### config.mk
export PLATFORM = sky130hd
export DESIGN_NAME = seq_serializer
export DESIGN_NICKNAME = d
export VERILOG_FILES = /design/src/rtl/seq_serializer.sv
export SDC_FILE = /design/constraint.sdc
export NUM_CORES = 1
export LEC_CHECK = 0
export CORE_UTILIZATION = 30
export DETAILED_ROUTE_END_ITERATION = 6
export HOLD_SLACK_MARGIN = 0.1
export SYNTH_ARGS = -nofsm -noshare
export SYNTH_HDL_FRONTEND = slang
export SYNTH_SLANG_ARGS = --single-unit
### constraint.sdc
create_clock -name clk -period 1.9 [get_ports clk]
set_input_delay 0.285 -clock clk [delete_from_list [all_inputs] [get_ports clk]]
set_output_delay 0.285 -clock clk [all_outputs]
set_load 0.05 [all_outputs]
### src/rtl/seq_serializer.sv
// Parallel-to-serial front end for the serial sequence detector: a one-word hold
// buffer feeds a shifter that emits len bits per word, with an optional idle gap.
module seq_serializer #(
    parameter int   WORD_W     = 8,
    parameter bit   MSB_FIRST  = 1'b1,
    parameter logic IDLE_BIT   = 1'b0,
    parameter int   GAP_CYCLES = 0,
    localparam int  LEN_W      = $clog2(WORD_W + 1)
) (
    input  logic              clk,
    input  logic              reset,
    input  logic [WORD_W-1:0] word_in,
    input  logic [LEN_W-1:0]  len_in,
    input  logic              word_valid,
    output logic              word_ready,
    output logic              data_out,
    output logic              bit_valid,
    output logic              busy,
    output logic [15:0]       words_sent
);

    typedef enum logic [1:0] {S_IDLE, S_SHIFT, S_GAP} state_t;

    localparam logic [LEN_W-1:0] WORD_LEN = LEN_W'(WORD_W);
    localparam logic [3:0]       GAP_LOAD = (GAP_CYCLES > 0) ? 4'(GAP_CYCLES - 1) : 4'd0;

    state_t            state_q, state_d;
    logic              hold_full_q, hold_full_d;
    logic [WORD_W-1:0] hold_word_q, hold_word_d;
    logic [LEN_W-1:0]  hold_len_q, hold_len_d;
    logic [WORD_W-1:0] shift_q, shift_d;
    logic [LEN_W-1:0]  cnt_q, cnt_d;
    logic [3:0]        gap_q, gap_d;
    logic              ready_q, ready_d;
    logic              data_q, data_d;
    logic              valid_q, valid_d;
    logic [15:0]       sent_q, sent_d;

    logic              accept;
    logic              load;
    logic              last_bit;
    logic [LEN_W-1:0]  len_eff;
    logic [WORD_W-1:0] aligned;

    assign accept   = word_valid && ready_q;
    assign last_bit = (cnt_q == LEN_W'(1));
    assign len_eff  = (len_in == '0 || len_in > WORD_LEN) ? WORD_LEN : len_in;
    // MSB-first words are left-aligned so the first bit always sits at the top.
    assign aligned  = MSB_FIRST ? (hold_word_q << (WORD_LEN - hold_len_q)) : hold_word_q;

    always_comb begin
        // NOTE: every always_comb output gets a default first so no latch is inferred.
        state_d     = state_q;
        hold_full_d = hold_full_q;
        hold_word_d = hold_word_q;
        hold_len_d  = hold_len_q;
        shift_d     = shift_q;
        cnt_d       = cnt_q;
        gap_d       = gap_q;
        data_d      = IDLE_BIT;
        valid_d     = 1'b0;
        sent_d      = sent_q;
        load        = 1'b0;

        unique case (state_q)
            S_IDLE: begin
                if (hold_full_q) load = 1'b1;
            end
            S_SHIFT: begin
                if (!last_bit) begin
                    valid_d = 1'b1;
                    cnt_d   = cnt_q - LEN_W'(1);
                    data_d  = MSB_FIRST ? shift_q[WORD_W-1] : shift_q[0];
                    shift_d = MSB_FIRST ? (shift_q << 1) : (shift_q >> 1);
                end else begin
                    if (sent_q != 16'hFFFF) sent_d = sent_q + 16'd1;
                    if (GAP_CYCLES > 0) begin
                        state_d = S_GAP;
                        gap_d   = GAP_LOAD;
                    end else if (hold_full_q) begin
                        load = 1'b1;
                    end else begin
                        state_d = S_IDLE;
                    end
                end
            end
            S_GAP: begin
                if (gap_q != 4'd0)    gap_d   = gap_q - 4'd1;
                else if (hold_full_q) load    = 1'b1;
                else                  state_d = S_IDLE;
            end
            default: state_d = S_IDLE;
        endcase

        // Loading drives the first bit immediately so there is no bubble between words.
        if (load) begin
            state_d     = S_SHIFT;
            cnt_d       = hold_len_q;
            hold_full_d = 1'b0;
            valid_d     = 1'b1;
            data_d      = MSB_FIRST ? aligned[WORD_W-1] : aligned[0];
            shift_d     = MSB_FIRST ? (aligned << 1) : (aligned >> 1);
        end

        if (accept) begin
            hold_full_d = 1'b1;
            hold_word_d = word_in;
            hold_len_d  = len_eff;
        end

        ready_d = !hold_full_d;
    end

    always_ff @(posedge clk) begin
        // NOTE: sequential state uses non-blocking assignments only.
        if (reset) begin
            state_q     <= S_IDLE;
            hold_full_q <= 1'b0;
            hold_word_q <= '0;
            hold_len_q  <= '0;
            shift_q     <= '0;
            cnt_q       <= '0;
            gap_q       <= '0;
            ready_q     <= 1'b0;
            data_q      <= IDLE_BIT;
            valid_q     <= 1'b0;
            sent_q      <= '0;
        end else begin
            state_q     <= state_d;
            hold_full_q <= hold_full_d;
            hold_word_q <= hold_word_d;
            hold_len_q  <= hold_len_d;
            shift_q     <= shift_d;
            cnt_q       <= cnt_d;
            gap_q       <= gap_d;
            ready_q     <= ready_d;
            data_q      <= data_d;
            valid_q     <= valid_d;
            sent_q      <= sent_d;
        end
    end

    assign word_ready = ready_q;
    assign data_out   = data_q;
    assign bit_valid  = valid_q;
    assign busy       = hold_full_q || (state_q != S_IDLE);
    assign words_sent = sent_q;

endmodule

---- Yosys cells after proc, flatten, opt, wreduce, memory -nomap -nowiden ----
Index checks and enable logic that the tools add are counted.
word-level totals
  input port bits ......................... 15
  output and inout bits ................... 20
  flip-flop bits (word level) ............. 49
cells by class
  add/sub/neg operators ................... 4
  $lt $le $gt $ge ......................... 1
  reductions and logical operators ........ 15
  bitwise logic cells ..................... 1
  equal/unequal tests ..................... 10
  mux-type cells .......................... 24
  shifts and indexed selects .............. 1
operators by type and width
  cell                                                                number
  8-bit 2-to-1 mux                                                    3
  16-bit by 1-bit adder with 16-bit output, second input constant     1
  4-bit 2-to-1 mux                                                    4
  16-bit != test, second input constant                               1
  1-bit 2-to-1 mux                                                    12
  3-bit AND reduction                                                 3
  2-bit != test, second input constant                                4
  8-bit by 4-bit left shift with 8-bit output                         1
  4-bit by 1-bit subtractor with 4-bit output, second input constant  2
  2-bit 2-to-1 mux                                                    3
  3-bit != test, second input constant                                2
  2-bit one-hot mux with 3 select lines                               1
  4-bit by 1-bit == test with 1-bit output, second input constant     1
  4-bit greater-than comparator, second input constant                1
  4-bit zero test                                                     1
  2-bit AND reduction                                                 2
  2-bit nonzero test                                                  2
  4-bit nonzero test                                                  1
  4-bit subtractor, first input constant                              1
  1-bit one-hot mux with 3 select lines                               1
  2-bit by 1-bit == test with 1-bit output, second input constant     1
  2-bit == test, second input constant                                1
  2-bit zero test                                                     1
  1-bit logical OR                                                    2
  other kinds (4)                                                     4

---- Depth between registers and ports, before layout ----
Gate-level depths: netlist of run 1.
  depth in word-level cells ............... 6
  mapped depth ............................ 8
  mapped depth without buffers ............ 6

---- Least setup slack after synthesis of run 1 ----
Ideal clock, no wire load.
  kind .................................... reg-to-reg
  start point ............................. register sent_q[0], in the netlist words_sent[0]
  end point ............................... register sent_q[10], in the netlist words_sent[10]
  data required time ...................... 1830 ps
  path buffers ............................ 1
  arrival ................................. 2150 ps
  path slack .............................. -319 ps
  cell stages (with the launch flop) ...... 7
  period minus slack after synthesis ...... 2219 ps
  library setup time ...................... 70 ps
  path through ............................ dfxtp_1 ha_1 inv_1 or3_1 buf_2 or4_1 a21oi_1
on the way
  longest elaborated chain between the ends .. 2
  elaborated cells on any way between the ends .. 3
  those cells by class .................... add/sub: 1; eq/ne: 1; reduce/logical: 1
RTL lines
  what                                                                              RTL line  source
  start, declared                                                                   37        logic [15:0] sent_q, sent_d;
  start signal, assigned                                                            139       sent_q <= sent_d;
  branches (longest 2 deep; another with 16-bit by 1-bit adder with 16-bit output)  n/a
Parallel ways; which one is timed is not known.
A chain may end at the register's enable or synchronous reset.

---- Worst setup path after layout of run 1 ----
  start point ............................. register cnt_q[1]
  end point ............................... register shift_q[3]
on the way
  longest elaborated chain between the ends .. 5
  elaborated cells on any way between the ends .. 7
  those cells by class .................... eq/ne: 2; mux: 3; reduce/logical: 2
RTL lines
  what                                                                         RTL line  source
  start, declared                                                              32        logic [LEN_W-1:0] cnt_q, cnt_d;
  start signal, assigned                                                       134       cnt_q <= cnt_d;
  4-bit by 1-bit == test with 1-bit output (*)                                 46        assign last_bit = (cnt_q == LEN_W'(1));
  1-bit 2-to-1 mux                                                             70        if (!last_bit) begin
  1-bit one-hot mux with 3 select lines                                        65        unique case (state_q)
  2-bit != test (no source line) / 2-bit nonzero test (equally long branches)  n/a
  2-bit AND reduction (no source line)                                         n/a
  end signal, assigned                                                         133       shift_q <= shift_d;
  end, declared                                                                31        logic [WORD_W-1:0] shift_q, shift_d;
Mark *: on every way between the ends. The rest lies on a longest branch, timed or not.

==> flow_summary.yaml, run 1 <==
outcome:
  outcome: "finished clean"
cells_and_area:
  nets: 345
  area.growth.synth_to_final_pct: 35.4
  fillerInstances: 729
  seq_area_um2: 913
  num_antenna_cells: 0
  fin_util_pct: 42.5
  drive_above_1_share_pct: 22.3
  multi_input_area_mm2: 0.00138
yosys:
  syn_area_mm2: 0.00230
  share_of_yosys_cell_area_claimed_by_the_top_area_cell_type_pct: 38.3
  synthFlopType: "sky130_fd_sc_hd__dfxtp_1"
  synth_seq_area_share_pct: 38.3
  synthCells: 274
  yosysUniqueCellTypes: 48
  synth-seq-cells: 44
  synth_warnings: 0
  synthArstFlopShare_pct: 0
  synth_area_leaders: "sky130_fd_sc_hd__dfxtp_1 38%, sky130_fd_sc_hd__a21oi_1 6.1%, sky130_fd_sc_hd__nand2_1 5.9%"
  synthesis.nets: 293
  yosysTopAreaCell: "sky130_fd_sc_hd__dfxtp_1"
  syn_avg_cell_area_um2: 8.39
  synth_edf_count: 0
sta:
  finalCriticalPeriod_ns: 1.85
  setup-violations-final: 0
  skew_ns: 0.00264
  final_max_slew_viol_count: 0
  max_freq_mhz: 542
  post_route_setup_tns_ns: 0
  layout_worst_path_cycle_share_pct: 97.1
  worst-slew-pin-transition_ns: 0.575
  fin_hold_ws_ns: 0.462
  worst_rel_slew_slack_pct: 61.4
  final-hold-violation-count: 0
  final.setup.worst_slack_ns: 0.0545
  rsz_0062_raised_after_global_routing: "false"
route:
  drtAntennaViolNets: 0
  drc_errors: 0
  first_pass_iters: 4
  routed_wl_mm: 5.88
  route.detailed.vias_per_inst: 5.14
  wl_per_cell_um: 13.8
  drtIter0Drc: 130
  dr_total_vias: 2190
critical_path:
  rr_startpoint: "cnt_q[1]$_SDFFE_PP0P_"
  arrival_ns: 2.08
  critPathKind: "flop to flop"
  max_incr_delay_on_cp_ns: 0.41
  cp-startpoint: "cnt_q[1]$_SDFFE_PP0P_"
  cp_cell_sequence: "inv_2 > ha_4 > or3b_4 > a2111oi_4 > buf_4 > buf_4 > nand3_1 > a21oi_1"
  required_ns: 2.14
  worstSetupEndpointType: "flop"
  critical_path_peak_fanout: 4
  critical-path-slowest-cell: "sky130_fd_sc_hd__or3b_4"
  worst_setup_path_start_kind: "flop"
  cpMostUsedCell: "sky130_fd_sc_hd__buf_4"
clock_network:
  ctsRootBufferMaster: "sky130_fd_sc_hd__clkbuf_8"
  cts.repair_timing.setup_buffer_count: 0
  cts_tree: "yes"
  cts.clk_slew.worst_paths_ns: 0.08
  cts_buffers: 5
  cts_buffer_depth: 2
  cts_sinks: 44
  worst_skew_pair.late_latency_ns: 0.30
  cts_max_level: 2
grt:
  global_route.overflow_total: 0
  initial_antenna_violation_count: 0
  grt_max_degree: 40
  grt_pass1_wl_mm: 9.79
  grt_pass1_vias: 1970
  groute.usage.overall_pct: 15.9
power:
  p_clk_share_pct: 31.5
  power_report.internal_total_mw: 1.33
  leakage_nw: 1.10
  switching_power_mw: 0.498
  pwr-share-comb_pct: 15.2
  ratio_of_total_power_to_cell_area_mw_per_mm2: 587
  seqPwrFrac_pct: 53.3
  netSwitchingFraction_pct: 27.3
  max-vdd-ir-drop_uv: 261
placement:
  dpl_worst_slack_ns: -0.0331
  place_congestion: 0.886
  dpl.hpwl_mm: 4.20
  port_buffers: 34
run:
  cap_violations: 0
worst_hold_path:
  hold_path.startpoint: "shift_q[1]$_SDFFE_PP0P_"
  holdCritPathClass: "flop to flop"
floorplan:
  die_w_um: 89.5
  rows: 31
  die_h_um: 89.5
  initial_core_util_pct: 31.4
  core_region_area_mm2: 0.00733
  io_pins: 35
  die-area_mm2: 0.00802
## critical path, delay by kind of cell, from the launching register on
| kind | cells | cell delay, ns |
|---|---|---|
| AOI/OAI and AO/OA | 2 | 0.48 |
| and+or+nand+nor | 2 | 0.46 |
| buffers and inverters | 3 | 0.36 |
| DFF | 1 | 0.33 |
| adders and majority gates | 1 | 0.15 |
## power by group through the flow
stage                     Sequential (mW)  Clock, mW  Combinational [mW]
after floorplan                     0.998          0               0.148
after global placement              0.992          0               0.260
after detailed placement            0.992          0               0.262
after CTS                           0.971      0.587               0.267
after global routing                0.979      0.627               0.304
final                               0.973      0.575               0.278
## metal layers
metal	track usage [%]	vias up	wire length (um)
li1	-	1117	-
met1	23.1	1020	2990
met2	23.2	46	2590
met3	2.86	7	213
met4	5.92	0	88
met5	0	-	0
## worst paths after layout
check	end	slack, ns	depth (start not counted)
min reg2reg	shift_q[1]$_SDFFE_PP0P_	0.46	2
max reg2reg	shift_q[3]$_SDFFE_PP0P_	0.05	8
max	shift_q[3]$_SDFFE_PP0P_	0.05	8
min	shift_q[1]$_SDFFE_PP0P_	0.46	2
## Yosys cell counts, types with 2 or more instances
cell,instances
sky130_fd_sc_hd__o31a_1,3
sky130_fd_sc_hd__dfxtp_1,44
sky130_fd_sc_hd__or3_1,6
sky130_fd_sc_hd__nor4_1,6
sky130_fd_sc_hd__clkbuf_1,10
sky130_fd_sc_hd__o21ai_0,10
sky130_fd_sc_hd__mux2i_1,9
sky130_fd_sc_hd__a21oi_1,28
sky130_fd_sc_hd__nor3_1,8
sky130_fd_sc_hd__o32ai_1,3
sky130_fd_sc_hd__o311a_1,2
sky130_fd_sc_hd__a31oi_1,3
sky130_fd_sc_hd__nor2b_1,2
sky130_fd_sc_hd__nand4_1,4
sky130_fd_sc_hd__nor2_1,13
sky130_fd_sc_hd__and2_1,2
sky130_fd_sc_hd__a211oi_1,4
sky130_fd_sc_hd__buf_6,2
sky130_fd_sc_hd__buf_2,2
sky130_fd_sc_hd__ha_1,4
sky130_fd_sc_hd__nand3b_1,7
sky130_fd_sc_hd__nand2_1,36
sky130_fd_sc_hd__mux4_2,2
sky130_fd_sc_hd__or2_2,2
sky130_fd_sc_hd__mux2_2,4
sky130_fd_sc_hd__nand3_1,13
sky130_fd_sc_hd__o31ai_1,8
sky130_fd_sc_hd__o22ai_1,2
sky130_fd_sc_hd__o21a_1,2
sky130_fd_sc_hd__inv_1,11
sky130_fd_sc_hd__or4_1,5
## flip-flops by register name, summed over array words and instances, names as in the netlist
register / cells
shift_q: 7
hold_len_q: 4
hold_word_q: 8
data_out: 1
word_ready: 1
state_q: 1
cnt_q: 4
bit_valid: 1
words_sent: 16
hold_full_q: 1
## final cells by class
cell class | count | area share [%]
multi-input combinational | 202 | 44.2
sequential | 44 | 29.3
timing repair buffer | 61 | 18.4
tap | 99 | 3.98
clock buffer | 5 | 2.21
inverter | 12 | 1.45
clock inverter | 3 | 0.442
## per-stage QoR
stage	total power, mW	instances	area (um^2)
after floorplan	1.15	274	2330
after global placement	1.25	418	2940
after detailed placement	1.25	418	2940
after CTS	1.83	426	3050
after global routing	1.91	426	3110
final	1.83	426	3110
## kinds of logic (layout without fill, tap and decap cells)
family	after synthesis	after routing	share of synthesized area [%]
AOI/OAI and AO/OA	71	71	20.1
xor gates and xnor gates	1	1	0.381
adders and majority gates	4	4	2.18
buffers and inverters	28	81	5.39
DFF	44	44	38.3
muxes	15	15	7.84
and+or+nand+nor	111	111	25.7
## placed cells by master (no fill, tap or decap), types with 3 or more instances in the layout
master                             n
sky130_fd_sc_hd__o31ai_1           8
sky130_fd_sc_hd__nand2_1          35
sky130_fd_sc_hd__clkdlybuf4s50_1  28
sky130_fd_sc_hd__mux2i_1           9
sky130_fd_sc_hd__o31a_1            3
sky130_fd_sc_hd__a21oi_1          28
sky130_fd_sc_hd__o21ai_0          10
sky130_fd_sc_hd__dfxtp_1          30
sky130_fd_sc_hd__nand3_1          12
sky130_fd_sc_hd__nor3_1            8
sky130_fd_sc_hd__inv_1            10
sky130_fd_sc_hd__or4_1             5
sky130_fd_sc_hd__a31oi_1           3
sky130_fd_sc_hd__a211oi_1          3
sky130_fd_sc_hd__nor2_1           13
sky130_fd_sc_hd__or3_1             4
sky130_fd_sc_hd__nand3b_1          7
sky130_fd_sc_hd__nand4_1           4
sky130_fd_sc_hd__clkbuf_8          5
sky130_fd_sc_hd__dfxtp_4           6
sky130_fd_sc_hd__nor4_1            6
sky130_fd_sc_hd__mux2_2            4
sky130_fd_sc_hd__buf_4            27
sky130_fd_sc_hd__dlymetal6s2s_1    4
sky130_fd_sc_hd__dfxtp_2           8
## timing repair
action | CTS | global route
pin swaps | 1 | 2
hold buffers | 0 | 0
cloned | 0 | 0
gates resized for setup | 6 | 11
endpoints found under the setup margin | 11 | 12
(Power assumes the default switching activity.)
==> run 2, diff against run 1 <==
Settings changed: CAP_MARGIN set to 15.
==> results of run 2 <==
The final DEF is identical to that of run 1; final timing and power are the same.
==> run 3, diff against run 2 <==
==> constraint.sdc (replaced) <==
create_clock -name clk -period 1.9 [get_ports clk]
set_input_delay 0.285 -clock clk [delete_from_list [all_inputs] [get_ports clk]]
set_output_delay 0.285 -clock clk [all_outputs]
set_load 0.1 [all_outputs]
==> run 3 against run 2 <==
- critical path depth decreased by 2
- clock skew increased by 0.0022 ns
- critical endpoint is now words_sent[15]$_SDFFE_PP0P_
- die area unchanged
- register-to-register slack improved by 0.02 ns
- flip-flop and latch count unchanged
- power increased by 0.22%
- hold slack about the same
- sequential power decreased by 1%
- worst setup slack improved by 0.022 ns
- fmax increased by 1.2%
- combinational power increased by 11%
==> flow_summary.yaml, run 3 (synthesis gave the netlist of run 1 again) <==
placement:
  dpl.hpwl_mm: 4.07
  postPlaceCellArea_mm2: 0.00292
  dpl_worst_slack_ns: -0.0372
  port_buffers: 34
  place_congestion: 0.781
sta:
  final.setup.worst_slack_ns: 0.0762
  finalCriticalPeriod_ns: 1.82
  final-hold-violation-count: 0
  skew_ns: 0.00487
  layout_worst_path_cycle_share_pct: 96.0
  rsz_0062_raised_after_global_routing: "true"
  worst_rel_slew_slack_pct: 66.1
  worst-slew-pin-transition_ns: 0.504
  setup-violations-final: 0
  max_freq_mhz: 548
  final_max_slew_viol_count: 0
critical_path:
  arrival_ns: 2.01
  worstSetupEndpointType: "flop"
  required_ns: 2.08
  critPathKind: "flop to flop"
  worst_setup_path_start_kind: "flop"
  critical_path_peak_fanout: 6
grt:
  grt_max_degree: 40
  gr-usage-met3_pct: 2.31
  groute.usage.overall_pct: 15.2
  grt_pass1_vias: 1975
  grt_pass1_wl_mm: 9.63
  globalRoute.busiestLayer: "met2"
  grtUsageMet1_pct: 22.4
  initial_antenna_violation_count: 0
  global_route.overflow_total: 0
  global_route_met2_usage_pct: 23.5
worst_hold_path:
  holdCritPathClass: "flop to flop"
run:
  cap_violations: 0
cells_and_area:
  num_antenna_cells: 0
  most_frequent_standard_cell_in_the_layout_excluding_fill_and_tap_cells: "sky130_fd_sc_hd__buf_4"
  largest_reg_flops: 16
  nets: 343
  drive_above_1_share_pct: 29.8
  area.growth.synth_to_final_pct: 34.8
  layout.cells.most_common_list: "43 x sky130_fd_sc_hd__buf_4, 35 x sky130_fd_sc_hd__nand2_1, 26 x sky130_fd_sc_hd__a21oi_1, 26 x sky130_fd_sc_hd__dfxtp_1, 14 x sky130_fd_sc_hd__clkdlybuf4s50_1"
  finish.instance_area_mm2: 0.00310
power:
  ratio_of_total_power_to_cell_area_mw_per_mm2: 591
  totalPowerFinal_mw: 1.83
  leakage_nw: 1.06
  max-vdd-ir-drop_uv: 497
route:
  route.detailed.vias_per_inst: 5.17
  wl_per_cell_um: 13.6
  dr_total_vias: 2192
  drc_errors: 0
  routed_wl_mm: 5.77
  drtAntennaViolNets: 0
  first_pass_iters: 4
  drtIter0Drc: 222
clock_network:
  ctsRootBufferMaster: "sky130_fd_sc_hd__clkbuf_8"
  cts_max_level: 2
  cts_tree: "yes"
  cts_buffers: 5
  worst_skew_pair.late_latency_ns: 0.29
  cts.clk_slew.worst_paths_ns: 0.08
  cts_buffer_depth: 2
  cts_sinks: 44
floorplan:
  rows: 31
  io_pins: 35
  initial_core_util_pct: 31.4
  die-area_mm2: 0.00802
  die_w_um: 89.5
  core_region_area_mm2: 0.00733
  die_h_um: 89.5
outcome:
  outcome: "finished clean"
## run 3: final cells by class
cell class	count	area (um^2)
clock inverter	1	3.75
clock buffer	7	76.3
tap	99	124
inverter	12	45.0
timing repair buffer	59	503
fill	739	4230
sequential	44	933
multi-input combinational	202	1410
## run 3: final timing paths
kind	start	end	slack, ns	cells after the start
worst min-delay path	words_sent[5]$_SDFFE_PP0P_	words_sent[5]$_SDFFE_PP0P_	0.46	1
worst max register to register	cnt_q[1]$_SDFFE_PP0P_	words_sent[15]$_SDFFE_PP0P_	0.08	6
worst max-delay path	cnt_q[1]$_SDFFE_PP0P_	words_sent[15]$_SDFFE_PP0P_	0.08	6
worst min register to register	words_sent[5]$_SDFFE_PP0P_	words_sent[5]$_SDFFE_PP0P_	0.46	1
## run 3: layer usage
metal / vias to the layer above / share of wire [%]
li1: 1109 / -
met4: 0 / 0.83
met2: 50 / 45
met1: 1029 / 50
met3: 4 / 4.0
met5: - / 0
## run 3: report_power, final
part           switching, mW  internal [mW]  total [mW]
Sequential            0.0252          0.936       0.962
Clock                  0.305          0.257       0.561
Combinational          0.170          0.138       0.308
## run 3: metrics by stage
| stage | hold slack [ns] | TNS, ns | std cells | utilization, % |
|---|---|---|---|---|
| floorplan | 0.418 | -0.0528 | 274 | - |
| global placement | 0.450 | 0 | 414 | 39.8 |
| detailed placement | 0.454 | -0.0740 | 414 | 39.8 |
| CTS | 0.468 | 0 | 422 | 41.0 |
| global route | 0.485 | -0.0666 | 424 | 42.3 |
| finish | 0.461 | 0 | 424 | 42.3 |
## run 3: critical path: stages, from the launching register on
cell	delay [ns]
sky130_fd_sc_hd__dfxtp_2	0.33
sky130_fd_sc_hd__inv_2	0.07
sky130_fd_sc_hd__ha_4	0.14
sky130_fd_sc_hd__nand4bb_2	0.14
sky130_fd_sc_hd__or3_4	0.43
sky130_fd_sc_hd__o41a_2	0.44
sky130_fd_sc_hd__o21a_1	0.18
## run 3: repair_timing
action,4_1_cts,5_1_grt
pin swaps,1,7
buffers inserted,0,2
gates cloned,0,0
hold buffers,0,0
resized for setup,3,16
setup endpoints to repair,8,17
